### config.mk
export PLATFORM = sky130hd
export DESIGN_NAME = ps2_scan_controller_flat
export DESIGN_NICKNAME = d
export VERILOG_FILES = /design/src/rtl/ps2_scan_controller_if.sv /design/src/rtl/ps2_scan_controller.sv /design/src/flat_wrapper.sv
export SDC_FILE = /design/constraint.sdc
export NUM_CORES = 1
export LEC_CHECK = 0
export CAP_MARGIN = 30
export CORE_MARGIN = 2
export CORE_UTILIZATION = 45
export DETAILED_ROUTE_END_ITERATION = 8
export PLACE_DENSITY = 0.74
export SETUP_SLACK_MARGIN = 0.4
export SKIP_LAST_GASP = 1
export SYNTH_ARGS = -nofsm -noshare
export SYNTH_HDL_FRONTEND = slang
export SYNTH_SLANG_ARGS = --single-unit
### constraint.sdc
create_clock -name CLOCK -period 2.1 [get_ports CLOCK]
set_input_delay 0.42 -clock CLOCK [delete_from_list [all_inputs] [get_ports CLOCK]]
set_output_delay 0.42 -clock CLOCK [all_outputs]
set_load 0.01 [all_outputs]
### src/rtl/ps2_scan_controller_if.sv
// rtl/ps2_scan_controller_if.sv - byte-in / key-event-out bundle of the PS2 scan controller
interface ps2_scan_controller_if #(
  parameter int FIFO_DEPTH = 4
);
  localparam int CNT_W = $clog2(FIFO_DEPTH) + 1;

  logic [7:0]       RX_data;
  logic             RX_valid;
  logic [7:0]       EV_code;
  logic             EV_ext;
  logic             EV_break;
  logic             EV_valid;
  logic             EV_ready;
  logic [7:0]       DISP_code;
  logic [CNT_W-1:0] FIFO_count;
  logic             OVERFLOW;
  logic             CLR_OVF;

  modport master (
    output RX_data, RX_valid, EV_ready, CLR_OVF,
    input  EV_code, EV_ext, EV_break, EV_valid, DISP_code, FIFO_count, OVERFLOW
  );

  modport slave (
    input  RX_data, RX_valid, EV_ready, CLR_OVF,
    output EV_code, EV_ext, EV_break, EV_valid, DISP_code, FIFO_count, OVERFLOW
  );
endinterface

### src/rtl/ps2_scan_controller.sv
// rtl/ps2_scan_controller.sv - PS2 scan byte sequencer with key-event FIFO and held-key display code
module ps2_scan_controller #(
  parameter int FIFO_DEPTH = 4,
  parameter int TIMEOUT    = 50000
) (
  input logic CLOCK,
  input logic RESET,
  ps2_scan_controller_if.slave bus
);
  localparam int PTR_W = $clog2(FIFO_DEPTH);
  localparam int CNT_W = PTR_W + 1;
  localparam int TMO_W = $clog2(TIMEOUT + 1);
  localparam logic [TMO_W-1:0] TMO_LAST = TMO_W'(TIMEOUT - 1);
  localparam logic [CNT_W-1:0] CNT_FULL = CNT_W'(FIFO_DEPTH);

  // bit0 = E0 seen, bit1 = F0 seen, so a completing byte reads ext/break straight off the state
  localparam logic [1:0] S_IDLE     = 2'b00;
  localparam logic [1:0] S_GOT_E0   = 2'b01;
  localparam logic [1:0] S_GOT_F0   = 2'b10;
  localparam logic [1:0] S_GOT_E0F0 = 2'b11;

  logic [1:0]       state_q, state_d;
  logic [TMO_W-1:0] tmo_q, tmo_d;
  logic [9:0]       mem_q [FIFO_DEPTH];
  logic [PTR_W-1:0] wr_ptr_q, rd_ptr_q;
  logic [CNT_W-1:0] count_q, count_d;
  logic [7:0]       disp_q, disp_d;
  logic             ovf_q, ovf_d;

  logic       emit, emit_ext, emit_brk;
  logic       empty, full, pop, push, drop;
  logic [9:0] head;

  always_comb begin
    state_d  = state_q;
    tmo_d    = tmo_q;
    emit     = 1'b0;
    emit_ext = 1'b0;
    emit_brk = 1'b0;
    if (bus.RX_valid) begin
      tmo_d = '0;
      if (bus.RX_data == 8'h00 || bus.RX_data == 8'hFF) begin
        state_d = S_IDLE;
      end else if (bus.RX_data == 8'hE0) begin
        state_d = state_q | S_GOT_E0;
      end else if (bus.RX_data == 8'hF0) begin
        state_d = state_q | S_GOT_F0;
      end else begin
        emit     = 1'b1;
        emit_ext = state_q[0];
        emit_brk = state_q[1];
        state_d  = S_IDLE;
      end
    end else if (state_q != S_IDLE) begin
      if (tmo_q == TMO_LAST) begin
        state_d = S_IDLE;
        tmo_d   = '0;
      end else begin
        tmo_d = tmo_q + 1'b1;
      end
    end else begin
      tmo_d = '0;
    end
  end

  assign empty = (count_q == '0);
  assign full  = (count_q == CNT_FULL);
  assign pop   = !empty && bus.EV_ready;
  assign push  = emit && (!full || pop);
  assign drop  = emit && full && !pop;
  assign head  = mem_q[rd_ptr_q];

  always_comb begin
    count_d = count_q + CNT_W'(push) - CNT_W'(pop);
    ovf_d   = ovf_q;
    if (drop)             ovf_d = 1'b1;
    else if (bus.CLR_OVF) ovf_d = 1'b0;
    disp_d = disp_q;
    if (emit && !emit_brk)                           disp_d = bus.RX_data;
    else if (emit && emit_brk && bus.RX_data == disp_q) disp_d = 8'h00;
  end

  always_ff @(posedge CLOCK or posedge RESET) begin
    if (RESET) begin
      state_q  <= S_IDLE;
      tmo_q    <= '0;
      wr_ptr_q <= '0;
      rd_ptr_q <= '0;
      count_q  <= '0;
      disp_q   <= 8'h00;
      ovf_q    <= 1'b0;
    end else begin
      state_q  <= state_d;
      tmo_q    <= tmo_d;
      count_q  <= count_d;
      disp_q   <= disp_d;
      ovf_q    <= ovf_d;
      if (push) wr_ptr_q <= wr_ptr_q + 1'b1;
      if (pop)  rd_ptr_q <= rd_ptr_q + 1'b1;
    end
  end

  // Storage needs no reset: the count alone decides what is visible
  always_ff @(posedge CLOCK) begin
    if (push) mem_q[wr_ptr_q] <= {emit_ext, emit_brk, bus.RX_data};
  end

  assign bus.EV_valid   = !empty;
  assign bus.EV_code    = empty ? 8'h00 : head[7:0];
  assign bus.EV_ext     = !empty && head[9];
  assign bus.EV_break   = !empty && head[8];
  assign bus.DISP_code  = disp_q;
  assign bus.FIFO_count = count_q;
  assign bus.OVERFLOW   = ovf_q;
endmodule

### src/flat_wrapper.sv
// flat-port wrapper written by rule: the top's interface ports become plain ports
module ps2_scan_controller_flat 
#(
  parameter int FIFO_DEPTH = 4,
  parameter int TIMEOUT    = 50000
)
  (CLOCK, RESET, bus_RX_data, bus_RX_valid, bus_EV_ready, bus_CLR_OVF, bus_EV_code, bus_EV_ext, bus_EV_break, bus_EV_valid, bus_DISP_code, bus_FIFO_count, bus_OVERFLOW);
  ps2_scan_controller_if #(.FIFO_DEPTH(FIFO_DEPTH)) bus_i ();
  input logic CLOCK;
  input logic RESET;
  input wire logic [$bits(bus_i.RX_data)-1:0] bus_RX_data;
  input wire logic [$bits(bus_i.RX_valid)-1:0] bus_RX_valid;
  input wire logic [$bits(bus_i.EV_ready)-1:0] bus_EV_ready;
  input wire logic [$bits(bus_i.CLR_OVF)-1:0] bus_CLR_OVF;
  output wire logic [$bits(bus_i.EV_code)-1:0] bus_EV_code;
  output wire logic [$bits(bus_i.EV_ext)-1:0] bus_EV_ext;
  output wire logic [$bits(bus_i.EV_break)-1:0] bus_EV_break;
  output wire logic [$bits(bus_i.EV_valid)-1:0] bus_EV_valid;
  output wire logic [$bits(bus_i.DISP_code)-1:0] bus_DISP_code;
  output wire logic [$bits(bus_i.FIFO_count)-1:0] bus_FIFO_count;
  output wire logic [$bits(bus_i.OVERFLOW)-1:0] bus_OVERFLOW;
  assign bus_i.RX_data = bus_RX_data;
  assign bus_i.RX_valid = bus_RX_valid;
  assign bus_i.EV_ready = bus_EV_ready;
  assign bus_i.CLR_OVF = bus_CLR_OVF;
  assign bus_EV_code = bus_i.EV_code;
  assign bus_EV_ext = bus_i.EV_ext;
  assign bus_EV_break = bus_i.EV_break;
  assign bus_EV_valid = bus_i.EV_valid;
  assign bus_DISP_code = bus_i.DISP_code;
  assign bus_FIFO_count = bus_i.FIFO_count;
  assign bus_OVERFLOW = bus_i.OVERFLOW;
  ps2_scan_controller #(.FIFO_DEPTH(FIFO_DEPTH), .TIMEOUT(TIMEOUT)) u_core (.CLOCK(CLOCK), .RESET(RESET), .bus(bus_i));
endmodule
After elaboration in Yosys (flattened, before gate mapping)
Memories as Yosys holds them, arrays and structs flattened. Cells that the tools add are included.

Bits in latches: 0. ROM bits: 0. RAM bits: 40. Register bits after elaboration: 34. Input bits: 13. Memories kept: 1. Word-level logic and storage cells: 74. Output and inout bits: 23.

Memories: u_core.mem_q (depth 4, width 10, read ports 1, clocked after Yosys merged registers in 0, wr ports 1, line ps2_scan_controller.sv:24) `logic [9:0] mem_q [FIFO_DEPTH];`.

Shifts and indexed selects: 0. $add $sub $neg: 5. Muxes and demuxes: 28. Reductions and logical operators: 24. Bitwise logic cells: 0. Multipliers: 0. Div/mod/pow operators: 0. Order comparisons: 0. Equality and inequality tests: 8.

Operator list (count): 16-bit two-way mux (3); 8-bit == test (second input constant) (3); 8-bit two-way mux (3); 16-bit by 1-bit adder with 16-bit output (second input constant) (1); 16-bit == test (second input constant) (1); 1-bit two-way mux (16); 2-bit two-way mux (6); 2-bit nonzero test (5); 1-bit logical AND (9); 8-bit == test (1); 8-bit logical NOT (1); 3-bit AND reduction (2); 2-bit by 1-bit adder with 2-bit output (second input constant) (2); 1-bit logical NOT (4); 4-bit by 2-bit inequality test with 1-bit output (second input constant) (1); 3-bit by 1-bit adder with 3-bit output (1); 3-bit == test (second input constant) (1); 3-bit logical NOT (1); 3-bit by 2-bit inequality test with 1-bit output (second input constant) (1); 3-bit by 1-bit subtractor with 3-bit output (1); 1-bit logical OR (2).

Logic depth before layout (Yosys ltp)
Gate-level depths: netlist of run 1.

Depth in word-level cells: 9. Mapped depth: 8. Mapped depth without buffers: 8.

Least setup slack after synthesis of run 1
Ideal clock, no wire load.

Path kind: input port to flip-flop. Start: input port bus_RX_data[4]. End: register u_core.count_q[2] (netlist: u_core.bus.FIFO_count[2]). Data required time: 1.977 ns. Arrival time: 2.135 ns. Setup time: 0.123 ns. Stages: 8. Path slack: -0.158 ns. Buffers on the path: 1. Cells stage by stage: buf_6 or4_4 nand3_4 a21oi_4 ha_1 fa_1 xnor2_1 xnor2_1.

Longest elaborated chain between the ends: 8. Elaborated cells between the ends (all ways): 12. Classes of those cells: 2 x add/sub; 3 x eq/ne; 4 x mux; 3 x reduce/logical.

Ends and longest elaborated chain: start, declared (line flat_wrapper.sv:11) `input wire logic [$bits(bus_i.RX_data)-1:0] bus_RX_data;`; 8-bit == test (line ps2_scan_controller.sv:46) `end else if (bus.RX_data == 8'hF0) begin`; 1-bit two-way mux (line ps2_scan_controller.sv:46); 1-bit two-way mux (line ps2_scan_controller.sv:44) `end else if (bus.RX_data == 8'hE0) begin`; 1-bit two-way mux * (line ps2_scan_controller.sv:42) `if (bus.RX_data == 8'h00 || bus.RX_data == 8'hFF) begin`; 1-bit two-way mux * (line ps2_scan_controller.sv:40) `if (bus.RX_valid) begin`; 1-bit logical AND * (line ps2_scan_controller.sv:69) `assign push = emit && (!full || pop);`; net u_core.push (line ps2_scan_controller.sv:31) `logic empty, full, pop, push, drop;`; 3-bit by 1-bit adder with 3-bit output * (line ps2_scan_controller.sv:74) `count_d = count_q + CNT_W'(push) - CNT_W'(pop);`; 3-bit by 1-bit subtractor with 3-bit output * (line ps2_scan_controller.sv:74); net u_core.count_d[2] (line ps2_scan_controller.sv:26) `logic [CNT_W-1:0] count_q, count_d;`; end signal, assigned (line ps2_scan_controller.sv:95) `count_q <= count_d;`; end, declared (line ps2_scan_controller.sv:26).

The timed path passes the listed nets; every way through them passes the cells marked *. A chain may end at the register's enable or synchronous reset.

Final worst setup path of run 1
Start: register u_core.rd_ptr_q[0]. End: output port bus_EV_code[1].

Longest elaborated chain between the ends: 2.

Ends and longest elaborated chain: start, declared (line ps2_scan_controller.sv:25) `logic [PTR_W-1:0] wr_ptr_q, rd_ptr_q;`; start signal, assigned (line ps2_scan_controller.sv:99) `if (pop) rd_ptr_q <= rd_ptr_q + 1'b1;`; memory 4 x 10 bit; 8-bit two-way mux (line ps2_scan_controller.sv:109) `assign bus.EV_code = empty ? 8'h00 : head[7:0];`; end, declared (line flat_wrapper.sv:15) `output wire logic [$bits(bus_i.EV_code)-1:0] bus_EV_code;`.

No other way between the ends.

==> impl_summary.md, run 1 <==
STA
The fmax is 465 MHz. The hold violation total from the final report is 0. The final count of pins violating max slew came to 0. The worst pin sits at a relative slew slack of about three fifths. Setup repair after global routing could not meet its margin everywhere. Between clock sinks in the finished design, the worst skew comes to 0.00965 ns.

The share of the clock period used by the worst path after layout is 102%. At the pin with the least slew margin, the transition time is approximately 0.60 ns. The number of failing setup endpoints in the final timing report is 11.

The final setup slack of the worst path is -0.0502 ns. The worst path in the final design needs a cycle of 2.15 ns, including I/O delays and setup.

Clocking
Buffers inserted to repair hold after CTS numbered 0. The clock reaches the later pin of the worst-skew pair after 0.35 ns. The CTS tree is yes.

The number of buffers created by CTS is 9. The clock tree synthesis step divided the H-tree into 3 levels. The tree built by TritonCTS fans out to 74 sinks. The clock input transition at the sequential cells of the worst setup and hold paths is around 0.080 ns. No sink is reached through more buffers than the 2 on the longest clock path.

The cell at the root of the clock tree is clkbuf_8.

Worst hold path
Counting instances, the worst hold path has a depth of 1. In this run the worst hold path is classified as input pin to register.

Final layout
Leaving out fill and tap cells, the most frequent cells in the layout are buf_4, edfxtp_1, dfrtp_1. The commonest non-fill, non-tap cell in the layout is buf_4. The number of nets in the layout is 388.

At the end of the flow the core is filled with cells to 62.8%. Of the cells placed in the final design, the portion with a size suffix greater than 1 is 38.2%. After routing the design area is 0.00478 mm2. From synthesis to final layout, the design area changed by 37.0%.

The antenna cell count is 0.

Critical path
The required time at the endpoint of the critical path is between 1.5 and 2 ns. The cell depth of the worst setup path is 5. By instance count, the cell type seen most on the critical path is buf_6.

The data arrival time of the critical path is around 1.7 ns. Of all nets on the critical path, the largest fanout is 5. The critical path launch point type is a register.

The critical path goes through buf_6 > buf_16 > mux4_2 > and2_4 > buf_6. Broken down by cell family, the worst path's largest delay share belongs to multiplexers. The peak per-stage delay on the critical path is around 0.5 ns. The endpoint type of the worst setup path is a primary output. The number of cells on the worst reg-to-reg path is 8. The master of the slowest instance on the critical path is mux4_2. The count of buffer and inverter cells on the critical path is 3. The critical path is of the register to primary output type.

Logic synthesis
Sorting the synthesized cells by area gives the leading types as edfxtp_1, dfrtp_1, mux4_2. Yosys printed 0 warnings. The area of the mapped netlist is 0.00349 mm2. In the synthesized netlist the async set-or-reset flop fraction comes to 45.9%. The net count after synthesis is about 290. The post-synthesis cell count is 264. The number of synthesized flops with an enable pin is 40. After synthesis the netlist holds a flip-flop and latch count of 74. The average instance in the mapped netlist occupies 13.2 um2.

The proportion of synthesized chip area in sequential cells is 58.8%. The top-area cell type share of the netlist area is 34.4%. The dominant cell type by area after synthesis is edfxtp_1. In the synthesized netlist the dominant register cell turns out to be edfxtp_1. The number of different library cells used by synthesis comes to 42.

Global routing
The number of global-route vias before repair is 2548. The largest net degree at the start of global routing is 35. In the global route stage, overall resource usage came out at 20.1%. The first-pass GRT wire length is 12.9 mm. The initial antenna violation count is 0.

The leftover overflow at the end of global routing is 0.

Placed design
After legalization and detailed placement, the total HPWL measured 4.76 mm. The count of buffers added on input and output ports is 35. The placer congestion estimate is 0.846. The cell area reported after detailed placement is 0.00426 mm2.

Drt
The average routed wire per standard cell is 16.5 um. The post-detailed-route DRC marker count is 0. The routed layout has around 2500 vias. After detailed routing, the total wire length is 7.80 mm. After detailed routing, the number of vias per cell comes to 5.20. In this run the remaining antenna-violating nets after routing total 0.

The number of design-rule violations left by the first detailed-router iteration is approximately 110. The number of iterations in the first detailed-routing pass is 4.

Floorplanning
The count of pins on the block boundary is 36. The core region is 0.00761 mm2. From bottom edge to top edge, the die measures 92.0 um. The die covers 0.00847 mm2.

Measured along the x axis, the die boundary spans 92.0 um. The initial utilization of the core area, before any placement, comes to 45.9%. The row count is 32.

Pwr
The worst vdd rail ir drop is 473 uV. The reported leakage power is 0.00195 uW. The power per standard cell area is 1120 mW/mm2.

Total power for the finished layout comes to 5360 uW.

Outcome
The checks that failed: negative setup slack. The flow ran to the end, but the final reports show violations.

Run
Across the run, the number of max-cap violations was 0.
through the flow:
| stage | setup TNS, ns | setup slack, ns | hold slack, ns | cells |
|---|---|---|---|---|
| 6_report | -0.363 | -0.0502 | 0.357 | 474 |
| 5_1_grt | -1.01 | -0.101 | 0.363 | 474 |
| 4_1_cts | -0.519 | -0.0648 | 0.346 | 469 |
| 3_5_place_dp | -22.33 | -0.537 | 0.475 | 430 |
| 3_3_place_gp | -19.13 | -0.462 | 0.467 | 430 |
| 2_1_floorplan | -0.0124 | -0.0124 | 0.448 | 264 |
cells in the mapped netlist, drive strengths merged, types with 6 or more instances:
library cell  number
inv               11
ha                 7
nand2             13
dfrtp             34
o211ai             8
nor2b              7
nor2              14
nand4              8
edfxtp            40
mux4              10
nand3             16
o21ai             11
and3               6
xnor2             16
and2              17
xor2               8
flip-flops by register name, summed over array words and instances (netlist names):
name and flops:
u_core.state_q 2, u_core.tmo_q 16, u_core.wr_ptr_q 2, u_core.rd_ptr_q 2, u_core.mem_q 40, u_core.bus.FIFO_count 3, u_core.bus.OVERFLOW 1, u_core.bus.DISP_code 8
worst register-to-register path: cells and delay by family, from the launching register on:
| family | cells | cell delay (ns) |
|---|---|---|
| xor+xnor | 2 | 0.28 |
| buf+inv | 1 | 0.04 |
| fa+ha+maj | 3 | 0.77 |
| flops | 1 | 0.38 |
| simple gates | 2 | 0.55 |
power by group:
part | internal, uW | total, uW | switching (uW) | leakage (uW)
Clock | 544 | 1090 | 542 | 0.0000889
Combinational | 1370 | 2320 | 947 | 0.00104
Sequential | 1850 | 1960 | 111 | 0.000820
Total | 3760 | 5360 | 1600 | 0.00195
timing repair:
item	4_1_cts	5_1_grt
gates resized for setup	108	24
buffers inserted	16	5
endpoints found under the setup margin	87	69
pin swaps	12	9
gates cloned	7	0
per-layer routing:
layer | up-vias | global-route usage (%) | wire length (um)
met1 | 1220 | 25.4 | 3320
met3 | 11 | 3.12 | 313
met4 | 0 | 7.34 | 125
li1 | 1180 | - | -
met2 | 56 | 35.0 | 4040
met5 | - | 0 | 0
logic make-up (layout without fill, tap and decap cells):
logic type	after synthesis	count (layout)	synth area share (%)
flops	74	74	58.8
fa+ha+maj	8	8	3.08
buf+inv	20	124	2.69
mux	11	11	6.89
simple gates	97	101	16.4
compound gates	30	30	6.13
xor+xnor	24	24	6.03
worst paths after layout:
check | startpoint | slack [ns] | end
setup / recovery | u_core.rd_ptr_q[0]$_DFFE_PP0P_ | -0.05 | bus_EV_code[1]
hold / removal | bus_RX_data[6] | 0.36 | u_core.mem_q[0][6]$_DFFE_PP_
setup reg to reg | u_core.bus.FIFO_count[2]$_DFF_PP0_ | -0.04 | u_core.bus.FIFO_count[2]$_DFF_PP0_
hold reg to reg | u_core.tmo_q[0]$_DFF_PP0_ | 0.49 | u_core.tmo_q[0]$_DFF_PP0_
max in group asynchronous | RESET | 1.30 | u_core.tmo_q[5]$_DFF_PP0_
min in group asynchronous | RESET | 0.46 | u_core.bus.DISP_code[4]$_DFFE_PP0P_
cell type report:
| cell class | count | area (um2) |
|---|---|---|
| Fill cell | 582 | 2830 |
| Sequential cell | 74 | 2050 |
| Multi-Input combinational cell | 174 | 1490 |
| Timing Repair Buffer | 97 | 871 |
| Tap cell | 102 | 128 |
| Clock buffer | 9 | 124 |
| Clock inverter | 7 | 70.1 |
| Inverter | 11 | 41.3 |
Power figures use the tool's default switching activity.
==> inputs of run 2 (changes only) <==
--- a/config.mk
+++ b/config.mk
@@ -6,11 +6,12 @@
 export NUM_CORES = 1
 export LEC_CHECK = 0
 export CAP_MARGIN = 30
-export CORE_MARGIN = 2
+export CORE_MARGIN = 5
 export CORE_UTILIZATION = 45
 export DETAILED_ROUTE_END_ITERATION = 8
 export PLACE_DENSITY = 0.74
 export SETUP_SLACK_MARGIN = 0.4
+export SKIP_CTS_REPAIR_TIMING = 1
 export SKIP_LAST_GASP = 1
 export SYNTH_ARGS = -nofsm -noshare
 export SYNTH_HDL_FRONTEND = slang
==> run 2 against run 1 <==
Net effect:
- the run still ends with negative setup slack left
- critical path depth grew 1
- fmax shrank 4.5%
- global-route usage shrank 5.0 points
- sequential cell count is the same
- total power fell by 4.2%
- via count is 1.2% lower
- routed wire length grew 0.55%
- register-to-register slack got worse by 0.03 ns
- combinational power decreased by 6%
- worst setup slack got worse by 0.10 ns
- first-iteration DRC count decreased by 10%
==> impl_summary.md, run 2 (synthesis results as in run 1) <==
Critical path
The data arrival time of the critical path is 1.83 ns (was 1.73 ns). The classification of the worst setup path is register to primary output (unchanged). The flop-to-flop setup slack is -0.07 ns (was -0.04 ns). The largest fanout of any net on the critical path was 5 (unchanged). The reg-to-reg critical path startpoint is u_core.bus.FIFO_count[2]$_DFF_PP0_ (unchanged). The critical path launch point type is a register (unchanged). The endpoint of the worst setup timing path is bus_EV_code[7] (was bus_EV_code[1]). The number of cells on the worst reg-to-reg path is 8 (unchanged). The required time at the endpoint of the critical path is 1.68 ns (about the same). The end of the worst register-to-register path is u_core.bus.FIFO_count[2]$_DFF_PP0_ (unchanged). The worst setup path startpoint is u_core.rd_ptr_q[0]$_DFFE_PP0P_ (unchanged).

The endpoint type of the worst setup path is a primary output (unchanged).

Global routing
The largest net degree at the start of global routing came to 35 (unchanged). The number of global-route vias before repair is 2272 (was 2548). The initial antenna violation count is 0 (unchanged).

The overall track demand over capacity in global routing is 15.1% (was 20.1%). The first-pass GRT wire length came to 11.4 mm (was 12.9 mm). The leftover overflow at the end of global routing came to 0 (unchanged).

STA
The sum of negative setup slack was -0.454 ns (was -0.363 ns). The share of the clock period used by the worst path after layout came to 107% (was 102%). The final count of pins violating max slew is 0 (unchanged). The number of failing setup endpoints in the final timing report was 10 (was 11). The fmax was 444 MHz (was 465 MHz). The worst hold margin came to 0.359 ns (was 0.357 ns).

The final period demand of the worst path is 2.25 ns (was 2.15 ns). The hold violation total from the final report is 0 (unchanged). The final setup slack of the worst path is -0.152 ns (was -0.0502 ns). The final setup skew is 0.00733 ns (was 0.00965 ns). The worst-case headroom to the max-slew limit came to 61.9% (was 60.2%).

Setup repair after global routing missed its margin: yes (unchanged). The slew at the pin with the worst max-slew slack came to 0.571 ns (was 0.598 ns).

Worst hold path
The cell depth of the worst min-delay path is 1 (unchanged). The launch point of the worst hold path is bus_RX_data[6] (unchanged). The type of the tightest min-delay check is input pin to register (unchanged).

Drt
The via density per instance is 5.20 (about the same). The total routed wirelength came to 7.84 mm (was 7.80 mm). The routed length on met2 is 3.88 mm (was 4.04 mm). The post-route met1 wirelength is 3.50 mm (was 3.32 mm). The average routed wire per standard cell was 16.7 um (was 16.5 um). The post-route antenna net violation count is 0 (unchanged). The number of iterations in the first detailed-routing pass came to 4 (unchanged). The routed length on met3 is 348 um (was 313 um). The post-detailed-route DRC marker count is 0 (unchanged). The via count is 2438 (was 2467). The number of design-rule violations left by the first detailed-router iteration is 98 (was 109). The top routing layer in use is met4 (unchanged).

Pwr
The clock group share of total power is 19.4% (was 20.2%). The combinational share of power came to 42.4% (was 43.2%). The internal cell power is 3540 uW (was 3760 uW). The switching power of the nets came to 1600 uW (about the same). The power per standard cell area came to 1090 mW/mm2 (was 1120 mW/mm2).

The proportion of total power due to net switching was 31.2% (was 29.8%). The total power consumption of the routed design is 5140 uW (was 5360 uW). The share of total power in sequential cells was 38.3% (was 36.5%).

The reported leakage power is 0.00201 uW (was 0.00195 uW). The worst vdd rail ir drop is 472 uV (was 473 uV).

Floorplanning
The chip width was 98.0 um (was 92.0 um). The initial core utilization is 45.6% (was 45.9%). The floorplan die height was 98.0 um (was 92.0 um).

The row count came to 32 (unchanged). The count of pins on the block boundary is 36 (unchanged). The full die area is 0.00961 mm2 (was 0.00847 mm2).

The core footprint came to 0.00765 mm2 (was 0.00761 mm2).

Clocking
The cell at the root of the clock tree is clkbuf_8 (unchanged). The clock input transition at the sequential cells of the worst setup and hold paths is 0.08 ns (about the same). The maximum level of the CTS H-tree was 3 (unchanged). The CTS tree is yes (unchanged). The number of sinks driven by the clock tree is 74 (unchanged). The clock insertion delay at the later pin of the skew report is 0.35 ns (about the same). The number of buffers created by CTS is 9 (unchanged). The number of buffers on the longest clock path is 2 (unchanged).

Outcome
Violations in the final reports: negative setup slack (unchanged). Outcome: finished with violations (unchanged).

Placed design
The placer congestion estimate is 0.772 (was 0.846). The number of port buffers is 35 (unchanged). The estimated wirelength of the detail-placed design is 4.98 mm (was 4.76 mm). The cell area reported after detailed placement is 0.00425 mm2 (was 0.00426 mm2).

Final layout
The finished layout cell area is 0.00474 mm2 (was 0.00478 mm2). The growth of design area from synthesis to finish is 35.8% (was 37.0%). The antenna cell count is 0 (unchanged). The fill cell total of the finished layout was 578 (was 582). The most flop-heavy register is u_core.mem_q (unchanged).

The area of all sequential standard cells is 0.00205 mm2 (about the same). Most frequent cells in the layout: buf_4, edfxtp_1, dfrtp_1 (unchanged). The layout cell share with drive strength beyond 1 is 35.1% (was 38.2%). The flip-flop count of the largest register after layout is 40 (unchanged). The number of nets in the layout was 383 (was 388).

The multi-input gate area in the final layout is 0.00147 mm2 (was 0.00149 mm2).

Run
The max-capacitance violation count is 0 (unchanged).
-- run 2: critical path, stage by stage (launching register included) --
cell and delay [ns]:
dfrtp_2 0.43, buf_6 0.12, clkbuf_16 0.15, buf_6 0.11
mux4_2 0.40, and2_4 0.16, buf_6 0.11
-- run 2: layer usage --
layer | up-vias | track usage (%)
met1 | 1196 | 20.2
met5 | - | 0
met3 | 10 | 3.64
li1 | 1172 | -
met2 | 60 | 24.1
met4 | 0 | 5.43
-- run 2: worst min-delay path by stage --
stage                                      to  slack, ns
2_1_floorplan       u_core.tmo_q[0]$_DFF_PP0_       0.45
3_3_place_gp        u_core.tmo_q[0]$_DFF_PP0_       0.47
3_5_place_dp        u_core.tmo_q[0]$_DFF_PP0_       0.49
4_1_cts        u_core.wr_ptr_q[0]$_DFFE_PP0P_       0.47
5_1_grt          u_core.mem_q[0][6]$_DFFE_PP_       0.36
6_report         u_core.mem_q[0][6]$_DFFE_PP_       0.36
-- run 2: layout make-up --
cell class	count	area share (%)
flip-flops and latches	74	43.4
multi-input cells	174	31.1
repair buffers	92	18.2
well taps	102	2.69
clock buffers	9	2.61
clock inverters	7	1.11
inverters	11	0.872
-- run 2: power groups by stage --
stage / registers [uW] / clock network (uW) / logic (uW)
final: 1970 / 996 / 2180
after global routing: 1990 / 1090 / 2360
after CTS: 1960 / 1010 / 1890
after detailed placement: 1990 / 0 / 1880
after global placement: 1970 / 0 / 1820
after floorplan: 2000 / 0 / 1020
-- run 2: per-stage QoR --
stage               std cells  util (%)  worst slack, ns
finish                    469      61.9           -0.152
global route              469      61.9           -0.219
CTS                       445      57.9           -0.395
detailed placement        429      55.6           -0.509
global placement          429      55.6           -0.462
floorplan                 264         -          -0.0124
==> inputs of run 3 (changes only) <==
--- a/config.mk
+++ b/config.mk
@@ -8,6 +8,7 @@
 export CAP_MARGIN = 30
 export CORE_MARGIN = 5
 export CORE_UTILIZATION = 45
+export CTS_BUF_LIST = sky130_fd_sc_hd__clkbuf_4
 export DETAILED_ROUTE_END_ITERATION = 8
 export PLACE_DENSITY = 0.74
 export SETUP_SLACK_MARGIN = 0.4
==> run 3 against run 2 <==
Net effect:
- the run still ends with negative setup slack left
- first-iteration DRC count up 26%
- design area fell by 0.42%
- worst hold slack improved by 0.014 ns
==> impl_summary.md, run 3 (synthesis results as in run 1) <==
Final layout
The flip-flop count of the largest register after layout is 40 (unchanged). The layout cell share with drive strength beyond 1 is 34.7% (was 35.1%). The library cell used most frequently in the layout, excluding fill and tap cells, is buf_4.

The antenna cell count is 0 (unchanged). The number of nets in the layout is 382 (was 383). The growth of design area from synthesis to finish was 35.2% (was 35.8%). The most flop-heavy register is u_core.mem_q (unchanged). Most frequent cells in the layout: buf_4, edfxtp_1, dfrtp_1 (unchanged).

Run
The max-capacitance violation count came to 0 (unchanged).

Pwr
The combinational share of power is 45.1% (was 42.4%). The internal cell power is 3430 uW (was 3540 uW). The switching power of the nets is 1570 uW (was 1600 uW).

The worst vdd rail ir drop is 358 uV (was 472 uV). The reported leakage power is 0.00203 uW (was 0.00201 uW). The proportion of total power due to net switching is 31.4% (was 31.2%). The clock group share of total power came to 15.7% (was 19.4%).

The power per standard cell area is 1060 mW/mm2 (was 1090 mW/mm2). The share of total power in sequential cells was 39.2% (was 38.3%).

Critical path
The number of cells on the worst reg-to-reg path was 8 (unchanged). The data arrival time of the critical path is 1.92 ns (was 1.83 ns). The critical path launch point type is a register (unchanged).

The worst setup path startpoint is u_core.rd_ptr_q[0]$_DFFE_PP0P_ (unchanged). The reg-to-reg critical path startpoint is u_core.bus.FIFO_count[1]$_DFF_PP0_ (was u_core.bus.FIFO_count[2]$_DFF_PP0_). The required time at the endpoint of the critical path came to 1.68 ns (about the same). The largest fanout of any net on the critical path was 5 (unchanged). The endpoint type of the worst setup path is a primary output (unchanged). The classification of the worst setup path is register to primary output (unchanged).

Clocking
The clock insertion delay at the later pin of the skew report is 0.43 ns (was 0.35 ns). The CTS tree is yes (unchanged). The number of buffers created by CTS was 9 (unchanged). The maximum level of the CTS H-tree came to 3 (unchanged). The clock input transition at the sequential cells of the worst setup and hold paths is 0.13 ns (was 0.08 ns). The number of sinks driven by the clock tree was 74 (unchanged).

The number of buffers on the longest clock path is 2 (unchanged). The cell at the root of the clock tree is clkbuf_4 (was clkbuf_8).

Drt
The via density per instance is 5.21 (was 5.20). The post-route antenna net violation count came to 0 (unchanged). The number of iterations in the first detailed-routing pass is 4 (unchanged). The total routed wirelength came to 7.59 mm (was 7.84 mm). The post-detailed-route DRC marker count is 0 (unchanged). The number of design-rule violations left by the first detailed-router iteration is 123 (was 98). The via count came to 2438 (unchanged). The average routed wire per standard cell came to 16.2 um (was 16.7 um).

Global routing
The largest net degree at the start of global routing is 35 (unchanged). The most used routing layer was met2 (unchanged). The met3 usage in global routing is 3.21% (was 3.64%). The leftover overflow at the end of global routing is 0 (unchanged). The number of global-route vias before repair is 2284 (was 2272). The first-pass GRT wire length came to 11.4 mm (about the same). The met1 track utilization from global routing is 20.0% (was 20.2%). The global routing usage on met2 is 24.0% (was 24.1%). The overall track demand over capacity in global routing is 15.0% (was 15.1%).

The initial antenna violation count is 0 (unchanged).

Outcome
Outcome: finished with violations (unchanged). Violations in the final reports: negative setup slack (unchanged).

Worst hold path
The type of the tightest min-delay check is input pin to asynchronous set/reset pin (was input pin to register).

STA
The final setup slack of the worst path is -0.240 ns (was -0.152 ns). The slew at the pin with the worst max-slew slack is 0.563 ns (was 0.571 ns). The sum of negative setup slack is -1.04 ns (was -0.454 ns).

The share of the clock period used by the worst path after layout is 111% (was 107%). The fmax is 427 MHz (was 444 MHz). The final count of pins violating max slew was 0 (unchanged). The worst-case headroom to the max-slew limit is 62.5% (was 61.9%). The hold violation total from the final report came to 0 (unchanged). The number of failing setup endpoints in the final timing report is 11 (was 10). Setup repair after global routing missed its margin: yes (unchanged). The final setup skew was 0.0143 ns (was 0.00733 ns). The final period demand of the worst path is 2.34 ns (was 2.25 ns).

Placed design
The placer congestion estimate is 0.772 (unchanged). The number of port buffers was 35 (unchanged). The estimated wirelength of the detail-placed design was 4.98 mm (unchanged). The worst slack at placement was -0.509 ns (unchanged).

Floorplanning
The floorplan die height is 98.0 um (unchanged). The row count is 32 (unchanged). The full die area is 0.00961 mm2 (unchanged). The initial core utilization was 45.6% (unchanged).

The count of pins on the block boundary is 36 (unchanged). The core footprint was 0.00765 mm2 (unchanged). The chip width is 98.0 um (unchanged).
## run 3: final timing paths
path | slack [ns] | to
min in group CLOCK | 0.39 | u_core.mem_q[0][6]$_DFFE_PP_
max in group asynchronous | 1.39 | u_core.rd_ptr_q[0]$_DFFE_PP0P_
min | 0.37 | u_core.wr_ptr_q[0]$_DFFE_PP0P_
min reg2reg | 0.56 | u_core.state_q[0]$_DFFE_PP0P_
max reg2reg | -0.07 | u_core.bus.FIFO_count[2]$_DFF_PP0_
max | -0.24 | bus_EV_code[7]
## run 3: power groups by stage
| stage | Clock [uW] | Combinational (uW) | Sequential, uW |
|---|---|---|---|
| finish | 787 | 2260 | 1960 |
| global route | 881 | 2430 | 1980 |
| CTS | 801 | 1880 | 1960 |
| detailed placement | 0 | 1880 | 1990 |
| global placement | 0 | 1820 | 1970 |
| floorplan | 0 | 1020 | 2000 |
## run 3: through the flow
step	hold slack, ns	instances	utilization [%]	power (uW)	area, um2
2_1_floorplan	0.448	264	-	3030	3540
3_3_place_gp	0.471	429	55.6	3800	4250
3_5_place_dp	0.487	429	55.6	3860	4250
4_1_cts	0.373	445	57.1	4640	4370
5_1_grt	0.371	468	61.7	5290	4720
6_report	0.373	468	61.7	5000	4720
## run 3: worst max-delay path: stages (launching register included)
cell and delay (ns):
dfrtp_2 0.45, buf_6 0.12, clkbuf_16 0.15, buf_6 0.11
mux4_2 0.40, and2_4 0.15, buf_6 0.11
## run 3: per-layer routing
metal | share of wire, % | routed length (um)
met3 | 3.9 | 297
met1 | 45 | 3390
met2 | 50 | 3800
met4 | 1.4 | 108
met5 | 0 | 0
## run 3: cell type report
cell class	count	area [um2]
clock buffer	9	67.6
timing repair buffer	91	901
clock inverter	7	52.6
fill	588	2930
multi-input combinational	174	1470
tap	102	128
inverter	11	41.3
sequential	74	2050
